[config.mk]
export PLATFORM = sky130hd
export DESIGN_NAME = copy_token_reader
export DESIGN_NICKNAME = d
export VERILOG_FILES = /design/src/rtl/copy_token_reader.sv
export SDC_FILE = /design/constraint.sdc
export NUM_CORES = 1
export LEC_CHECK = 0
export BUFFER_PORTS_ARGS = -buffer_cell sky130_fd_sc_hd__buf_4
export CORE_MARGIN = 4
export CORE_UTILIZATION = 54
export CTS_BUF_LIST = sky130_fd_sc_hd__clkbuf_8
export DETAILED_ROUTE_END_ITERATION = 16
export PLACE_DENSITY = 0.76
export SYNTH_ARGS = -nofsm -noshare
export SYNTH_HDL_FRONTEND = slang
export SYNTH_SLANG_ARGS = --single-unit
[constraint.sdc]
create_clock -name clk -period 4.1 [get_ports clk]
set_input_delay 0.205 -clock clk [delete_from_list [all_inputs] [get_ports clk]]
set_output_delay 0.205 -clock clk [all_outputs]
set_load 0.005 [all_outputs]
[src/rtl/copy_token_reader.sv]
// Pops copy tokens {last, offset, length} from the parser FIFO and issues overlap-safe chunks to the copy engine.
// Optional byte counter: define COPY_READER_STATS_EN to add the byte_cnt port.
module copy_token_reader #(
    parameter int WIDTH = 33,
    parameter int CHUNK = 16
) (
    input  logic             clk,
    input  logic             srst,
    input  logic             fifo_empty,
    input  logic [WIDTH-1:0] fifo_dout,
    output logic             fifo_rd_en,
    output logic             cp_valid,
    input  logic             cp_ready,
    output logic [15:0]      cp_offset,
    output logic [15:0]      cp_len,
    output logic             cp_last,
    output logic             busy,
    output logic             err
`ifdef COPY_READER_STATS_EN
    ,
    output logic [31:0]      byte_cnt
`endif
);

    localparam logic [15:0] CHUNK_W = 16'(CHUNK);

    typedef enum logic [1:0] {
        IDLE  = 2'd0,
        FETCH = 2'd1,
        ISSUE = 2'd2
    } state_t;

    state_t      state_q;
    logic [15:0] off_q;
    logic [15:0] rem_q;
    logic        last_q;
    logic        cp_valid_q;
    logic [15:0] cp_offset_q;
    logic [15:0] cp_len_q;
    logic        cp_last_q;
    logic        err_q;

    logic        tok_last;
    logic [15:0] tok_off;
    logic [15:0] tok_len;
    logic [15:0] fetch_len;
    logic [15:0] rem_left;
    logic [15:0] next_len;
    logic        accept;

    // Chunk never exceeds the offset, so an overlapping copy only reads bytes already written.
    function automatic logic [15:0] chunk_len(input logic [15:0] rem, input logic [15:0] off);
        logic [15:0] m;
        m = (rem < CHUNK_W) ? rem : CHUNK_W;
        if (off < m) begin
            m = off;
        end
        return m;
    endfunction

    assign tok_last  = fifo_dout[32];
    assign tok_off   = fifo_dout[31:16];
    assign tok_len   = fifo_dout[15:0];
    assign fetch_len = chunk_len(tok_len, tok_off);
    assign accept    = cp_valid_q && cp_ready;
    assign rem_left  = rem_q - cp_len_q;
    assign next_len  = chunk_len(rem_left, off_q);

    assign fifo_rd_en = (state_q == IDLE) && !fifo_empty && !srst;
    assign cp_valid   = cp_valid_q;
    assign cp_offset  = cp_offset_q;
    assign cp_len     = cp_len_q;
    assign cp_last    = cp_last_q;
    assign busy       = (state_q != IDLE);
    assign err        = err_q;

    always_ff @(posedge clk) begin
        if (srst) begin
            state_q     <= IDLE;
            off_q       <= 16'd0;
            rem_q       <= 16'd0;
            last_q      <= 1'b0;
            cp_valid_q  <= 1'b0;
            cp_offset_q <= 16'd0;
            cp_len_q    <= 16'd0;
            cp_last_q   <= 1'b0;
            err_q       <= 1'b0;
        end else begin
            case (state_q)
                IDLE: begin
                    if (fifo_rd_en) begin
                        state_q <= FETCH;
                    end
                end
                FETCH: begin
                    off_q  <= tok_off;
                    rem_q  <= tok_len;
                    last_q <= tok_last;
                    if (tok_off == 16'd0 || tok_len == 16'd0) begin
                        err_q   <= 1'b1;
                        state_q <= IDLE;
                    end else begin
                        // First chunk is built straight from the FIFO word to hit the two-cycle latency.
                        cp_valid_q  <= 1'b1;
                        cp_offset_q <= tok_off;
                        cp_len_q    <= fetch_len;
                        cp_last_q   <= tok_last && (tok_len == fetch_len);
                        state_q     <= ISSUE;
                    end
                end
                ISSUE: begin
                    if (accept) begin
                        rem_q <= rem_left;
                        if (rem_left == 16'd0) begin
                            cp_valid_q <= 1'b0;
                            cp_last_q  <= 1'b0;
                            state_q    <= IDLE;
                        end else begin
                            cp_len_q  <= next_len;
                            cp_last_q <= last_q && (rem_left == next_len);
                        end
                    end
                end
                default: begin
                    state_q    <= IDLE;
                    cp_valid_q <= 1'b0;
                end
            endcase
        end
    end

`ifdef COPY_READER_STATS_EN
    logic [31:0] byte_cnt_q;

    always_ff @(posedge clk) begin
        if (srst) begin
            byte_cnt_q <= 32'd0;
        end else if (accept) begin
            byte_cnt_q <= byte_cnt_q + {16'd0, cp_len_q};
        end
    end

    assign byte_cnt = byte_cnt_q;
`endif

endmodule

; Word-level counts from Yosys, hierarchy flattened
; Index checks and enable logic that the tools add are counted.
[totals]
output_inout_bits = 37
register_bits = 70
in_bits = 37
[op_classes]
eq_ne = 9
muxes = 23
reduce_logical = 21
n_addsub = 1
order_cmp = 4
bitwise = 2
[ops]
columns = operator, n
row1 = two-way mux 16 bit, 8
row2 = one-hot mux 16 bit (2 select lines), 2
row3 = logical NOT 16 bit, 3
row4 = == test 16 bit, 2
row5 = < comparator 16 bit, 2
row6 = < comparator 16 x 5 -> 1 bit (second input constant), 2
row7 = subtractor 16 bit, 1
row8 = != test 2 bit (second input constant), 5
row9 = two-way mux 2 bit, 4
row10 = AND reduction 4 bit, 2
row11 = two-way mux 1 bit, 6
row12 = one-hot mux 2 bit (3 select lines), 1
row13 = AND reduction 2 bit, 3
row14 = AND reduction 3 bit, 2
row15 = logical AND 1 bit, 5
row16 = nonzero test 2 bit, 2
row17 = one-hot mux 1 bit (3 select lines), 1
row18 = == test 2 x 1 -> 1 bit (second input constant), 1
row19 = == test 2 bit (second input constant), 1
row20 = logical NOT 1 bit, 2
row21 = logical NOT 2 bit, 1
row22 = NOT 1 bit, 2
row23 = one-hot mux 1 bit (2 select lines), 1
row24 = logical OR 1 bit, 1

; Logic depth before layout (Yosys ltp)
[logic_depth]
ltp_word = 10
ltp_mapped = 22

; Worst setup path after synthesis
; Ideal clock, no wire load.
[synth_path]
path_type = register -> register
from = register cp_len_q[0], in the netlist cp_len[0]
to = register cp_last_q, in the netlist cp_last
arrival_time_ns = 4.317
synth_period_minus_slack_ns = 4.404
path_buffers = 0
setup_time_ns = 0.087
setup_slack_ns = -0.304
stages_incl_launch_ff = 21
cell_sequence = dfxtp_1 > ha_1 > inv_1 > fa_1 > a21o_1 > a22oi_4 > o211ai_4 > xnor2_2 > o2111ai_2 > nor4_4 > nand2_1 > ha_1 > a21oi_1 > nor2_1 > o21ai_0 > nand2b_1 > nor2_1 > o21ai_0 > a2111oi_0 > o2111ai_1 > o31ai_1
[synth_via]
elab_chain_cells = 10
[synth_lines]
columns = item, line
row1 = from (decl), 39  ; logic [15:0] cp_len_q;
row2 = from (signal assigned), 106  ; cp_len_q <= fetch_len;
row3 = from (signal assigned), 119  ; cp_len_q <= next_len;
row4 = subtractor 16 bit *, 66  ; assign rem_left = rem_q - cp_len_q;
row5 = < comparator 16 x 5 -> 1 bit, 54  ; m = (rem < CHUNK_W) ? rem : CHUNK_W;
row6 = two-way mux 16 bit, 54
row7 = < comparator 16 bit, 55  ; if (off < m) begin
row8 = two-way mux 16 bit, 55
row9 = == test 16 bit, 120  ; cp_last_q <= last_q && (rem_left == next_len);
row10 = logical AND 1 bit, 120
row11 = two-way mux 1 bit *, 114  ; if (rem_left == 16'd0) begin
row12 = two-way mux 1 bit *, 112  ; if (accept) begin
row13 = one-hot mux 1 bit (2 select lines) *, 89  ; case (state_q)
row14 = to (signal assigned), 107  ; cp_last_q <= tok_last && (tok_len == fetch_len);
row15 = to (signal assigned), 120
row16 = to (decl), 40  ; logic cp_last_q;
; Mark *: on every way between the ends. The rest lies on a longest branch, timed or not. The select of a mux whose other input is x is not followed.
; A chain may end at the register's enable or synchronous reset.

; Worst setup path in the final report
[layout_path]
from = register rem_q[0]
to = register cp_last_q, in the netlist cp_last
[layout_via]
elab_chain_cells = 10
[layout_lines]
columns = item, line
row1 = from (decl), 35  ; logic [15:0] rem_q;
row2 = from (signal assigned), 97  ; rem_q <= tok_len;
row3 = from (signal assigned), 113  ; rem_q <= rem_left;
row4 = subtractor 16 bit *, 66
row5 = < comparator 16 x 5 -> 1 bit, 54
row6 = two-way mux 16 bit, 54
row7 = < comparator 16 bit, 55
row8 = two-way mux 16 bit, 55
row9 = == test 16 bit, 120
row10 = logical AND 1 bit, 120
row11 = two-way mux 1 bit *, 114
row12 = two-way mux 1 bit *, 112
row13 = one-hot mux 1 bit (2 select lines) *, 89
; Marks and branches as above.

==> results.py <==
metrics = {
    "timing": {
        "worstMarginPinSlew_ns": 1.02,
        "min_period_over_period": 1.08,
        "hold_ws_ns": 0.0160,
        "min_period_ns": 4.43,
        "rsz0062_at_grt": "true",
        "worst_slack_ns": -0.330,
        "maxSlewHeadroom": 0.317,
        "final-setup-viol-count": 17,
        "timing.fmax_mhz": 226,
        "finalClockSkew_ns": 0.0131,
        "setup-tns-final_ns": -3.71,
        "hold_violations": 0,
        "slew_violations": 0,
    },
    "grt": {
        "grt_max_degree": 75,
        "grt_pass1_wl_um": 32100,
        "antenna_found_initial": 0,
        "gr-total-overflow": 0,
        "grt_pass1_vias": 6166,
        "grt.total_usage": 0.351,
    },
    "power": {
        "leakage_uw": 0.00340,
        "powerDensity_nw_per_um2": 365,
        "vdd_ir_drop_max_v": 0.000195,
    },
    "clocking": {
        "clk_path_buf_depth": 2,
        "clk_pin_slew_ns": 0.09,
        "cts_max_level": 3,
        "clk-insertion-delay-late_ns": 0.36,
        "root_buffer": "clkbuf_8",
        "ctsHoldBuffers": 0,
        "cts_sinks": 70,
        "cts_tree": "yes",
        "numCtsBuffers": 9,
    },
    "die": {
        "fp.dieW_um": 108,
        "die_y_um": 108,
        "io_pins": 74,
        "start_util": 0.552,
        "core_sq_um": 9730,
        "die-area_sq_um": 11600,
        "placementRows": 36,
    },
    "final_layout": {
        "diodes": 0,
        "drive_gt1_frac": 0.326,
        "fillers": 763,
        "area_growth_pct": 38.7,
        "nets": 954,
        "post-route-util": 0.765,
    },
    "synth": {
        "yosys.area.top_type": "dfxtp_1",
        "ys_ff_latch": 70,
        "synth-async-reset-ratio": 0,
        "synth_top_area_frac": 0.261,
        "ys.flop_type": "dfxtp_1",
        "yosysSeqAreaShare": 0.261,
        "ys_types": 75,
        "syn_area_per_cell_sq_um": 7.81,
        "ys_top_cells_by_area": "dfxtp_1 (26%), ha_1 (10%), nand2_1 (5.8%)",
        "synth_edf_count": 0,
        "yosys_warnings": 0,
        "syn_area_sq_um": 5370,
        "synth_cells": 687,
    },
    "setup_path": {
        "worstSetupPathType": "register to register",
        "required_ns": 4.34,
        "r2r_setup_slack_ns": -0.33,
        "cp-end-kind": "register",
        "critical_path.most_common_cell": "buf_4",
        "critPathSlowestCell": "nor4_4",
        "critPathMaxStageDelay_ns": 0.42,
        "arrival_ns": 4.67,
        "crit_path_max_fanout": 5,
        "start_kind": "register",
    },
    "routing": {
        "drc": 0,
        "dr.pass1.iters": 5,
        "wl_met2_um": 9210,
        "top_layer": "met4",
        "viasPerCell": 6.10,
        "postRouteAntennaNets": 0,
        "dr_total_vias": 6159,
        "drt_iter0_markers": 574,
        "wl_met1_um": 8080,
        "wl_um": 19800,
        "dr_wl_met3_um": 1940,
        "drt-wirelength-per-cell_um": 19.7,
    },
    "min_path": {
        "min_path_type": "input port to register",
    },
    "run_status": {
        "outcome": "finished with violations",
        "failed_checks": "negative setup slack",
    },
    "job": {
        "drv_cap": 0,
    },
    "place": {
        "gp_congestion": 0.956,
        "dp_hpwl_um": 14900,
        "port_buffers": 73,
    },
}
[what timing repair did]
action | in CTS | in global routing
pin swaps | 47 | 26
setup endpoints to repair | 17 | 17
buffers inserted | 15 | 4
cloned | 0 | 0
resized for setup | 40 | 18
[metrics by stage]
step                instance area [sq um]  instances  setup WS, ns  power, uW
floorplan                            5540        708        -0.117       1400
global placement                     6800        974        -0.447       1830
detailed placement                   6800        974        -0.539       1850
CTS                                  7320       1005        -0.246       2640
global route                         7450       1009        -0.554       2850
finish                               7450       1009        -0.330       2720
[flip-flops by register name, indices dropped and copies added (netlist names)]
signal	flops
cp_len	16
state_q	2
err	1
cp_valid	1
off_q	16
last_q	1
cp_last	1
rem_q	16
cp_offset	16
[placed cells by master (no fill, tap or decap), drive strengths merged, types with 22 or more instances in the layout]
cell type / count
conb: 22
buf: 183
o21ai: 22
nor2: 74
inv: 38
nand2: 83
a211oi: 23
ha: 45
dfxtp: 70
a21oi: 62
[layout make-up]
| type | instances | area, sq um | share of cell area |
|---|---|---|---|
| multi-input cells | 569 | 4080 | 0.547 |
| clock buffers | 9 | 124 | 0.0166 |
| well taps | 133 | 166 | 0.0223 |
| inverters | 38 | 143 | 0.0192 |
| repair buffers | 183 | 1410 | 0.189 |
| flip-flops and latches | 70 | 1410 | 0.189 |
| clock inverters | 7 | 123 | 0.0165 |
[cell families after synthesis]
kind of cell             synth area share
buffers and inverters              0.0545
multiplexers                       0.0228
AND/OR/NAND/NOR                     0.225
flip-flops                          0.261
adder cells (fa/ha/maj)             0.109
AO/OA/AOI/OAI                       0.297
other                            0.000698
XOR/XNOR                           0.0308
[synth_stat cells, types with 5 or more instances]
cell and number:
nand2_1 83, clkbuf_1 22, a2111oi_0 6, nand3_1 13, and3_1 13, dfxtp_1 70, ha_1 45, nand2b_1 9
a211o_1 5, a21oi_1 60, xor2_1 5, o21ai_0 19, o211ai_1 12, a31oi_1 9, a21o_1 16, and4_1 5
nand4_1 10, or2_2 8, nor4_1 6, a211oi_1 15, nor2_1 73, nor3_1 10, a22oi_1 14, a221oi_1 5
inv_1 38, xnor2_1 12, o22ai_1 5, mux2i_1 10, a211oi_2 8
[routing by layer]
layer,vias to the layer above,GRT usage
met5,-,0
met4,0,0.141
met3,49,0.0720
met2,359,0.562
met1,2862,0.461
li1,2889,-
[where the power goes]
part / switching [uW] / leakage [uW] / total, uW / internal, uW
Clock: 309 / 0.000116 / 715 / 406
Combinational: 666 / 0.00271 / 1240 / 571
Sequential: 41.7 / 0.000573 / 763 / 722
Total: 1020 / 0.00340 / 2720 / 1700
[final timing paths]
| kind | cells after the start | endpoint | startpoint |
|---|---|---|---|
| setup / recovery | 25 | cp_last | rem_q[0] |
| hold / removal | 2 | state_q[0] | fifo_empty |
| setup reg to reg | 25 | cp_last | rem_q[0] |
| hold reg to reg | 2 | last_q | last_q |
[critical path, delay by kind of cell, from the launching register on]
kind	cells	cell delay, ns
AOI/OAI and AO/OA	9	1.36
adders and majority gates	3	0.69
buffers and inverters	6	0.69
and+or+nand+nor	7	1.24
DFF	1	0.33
Note: power is estimated with default switching activity, not from simulation.
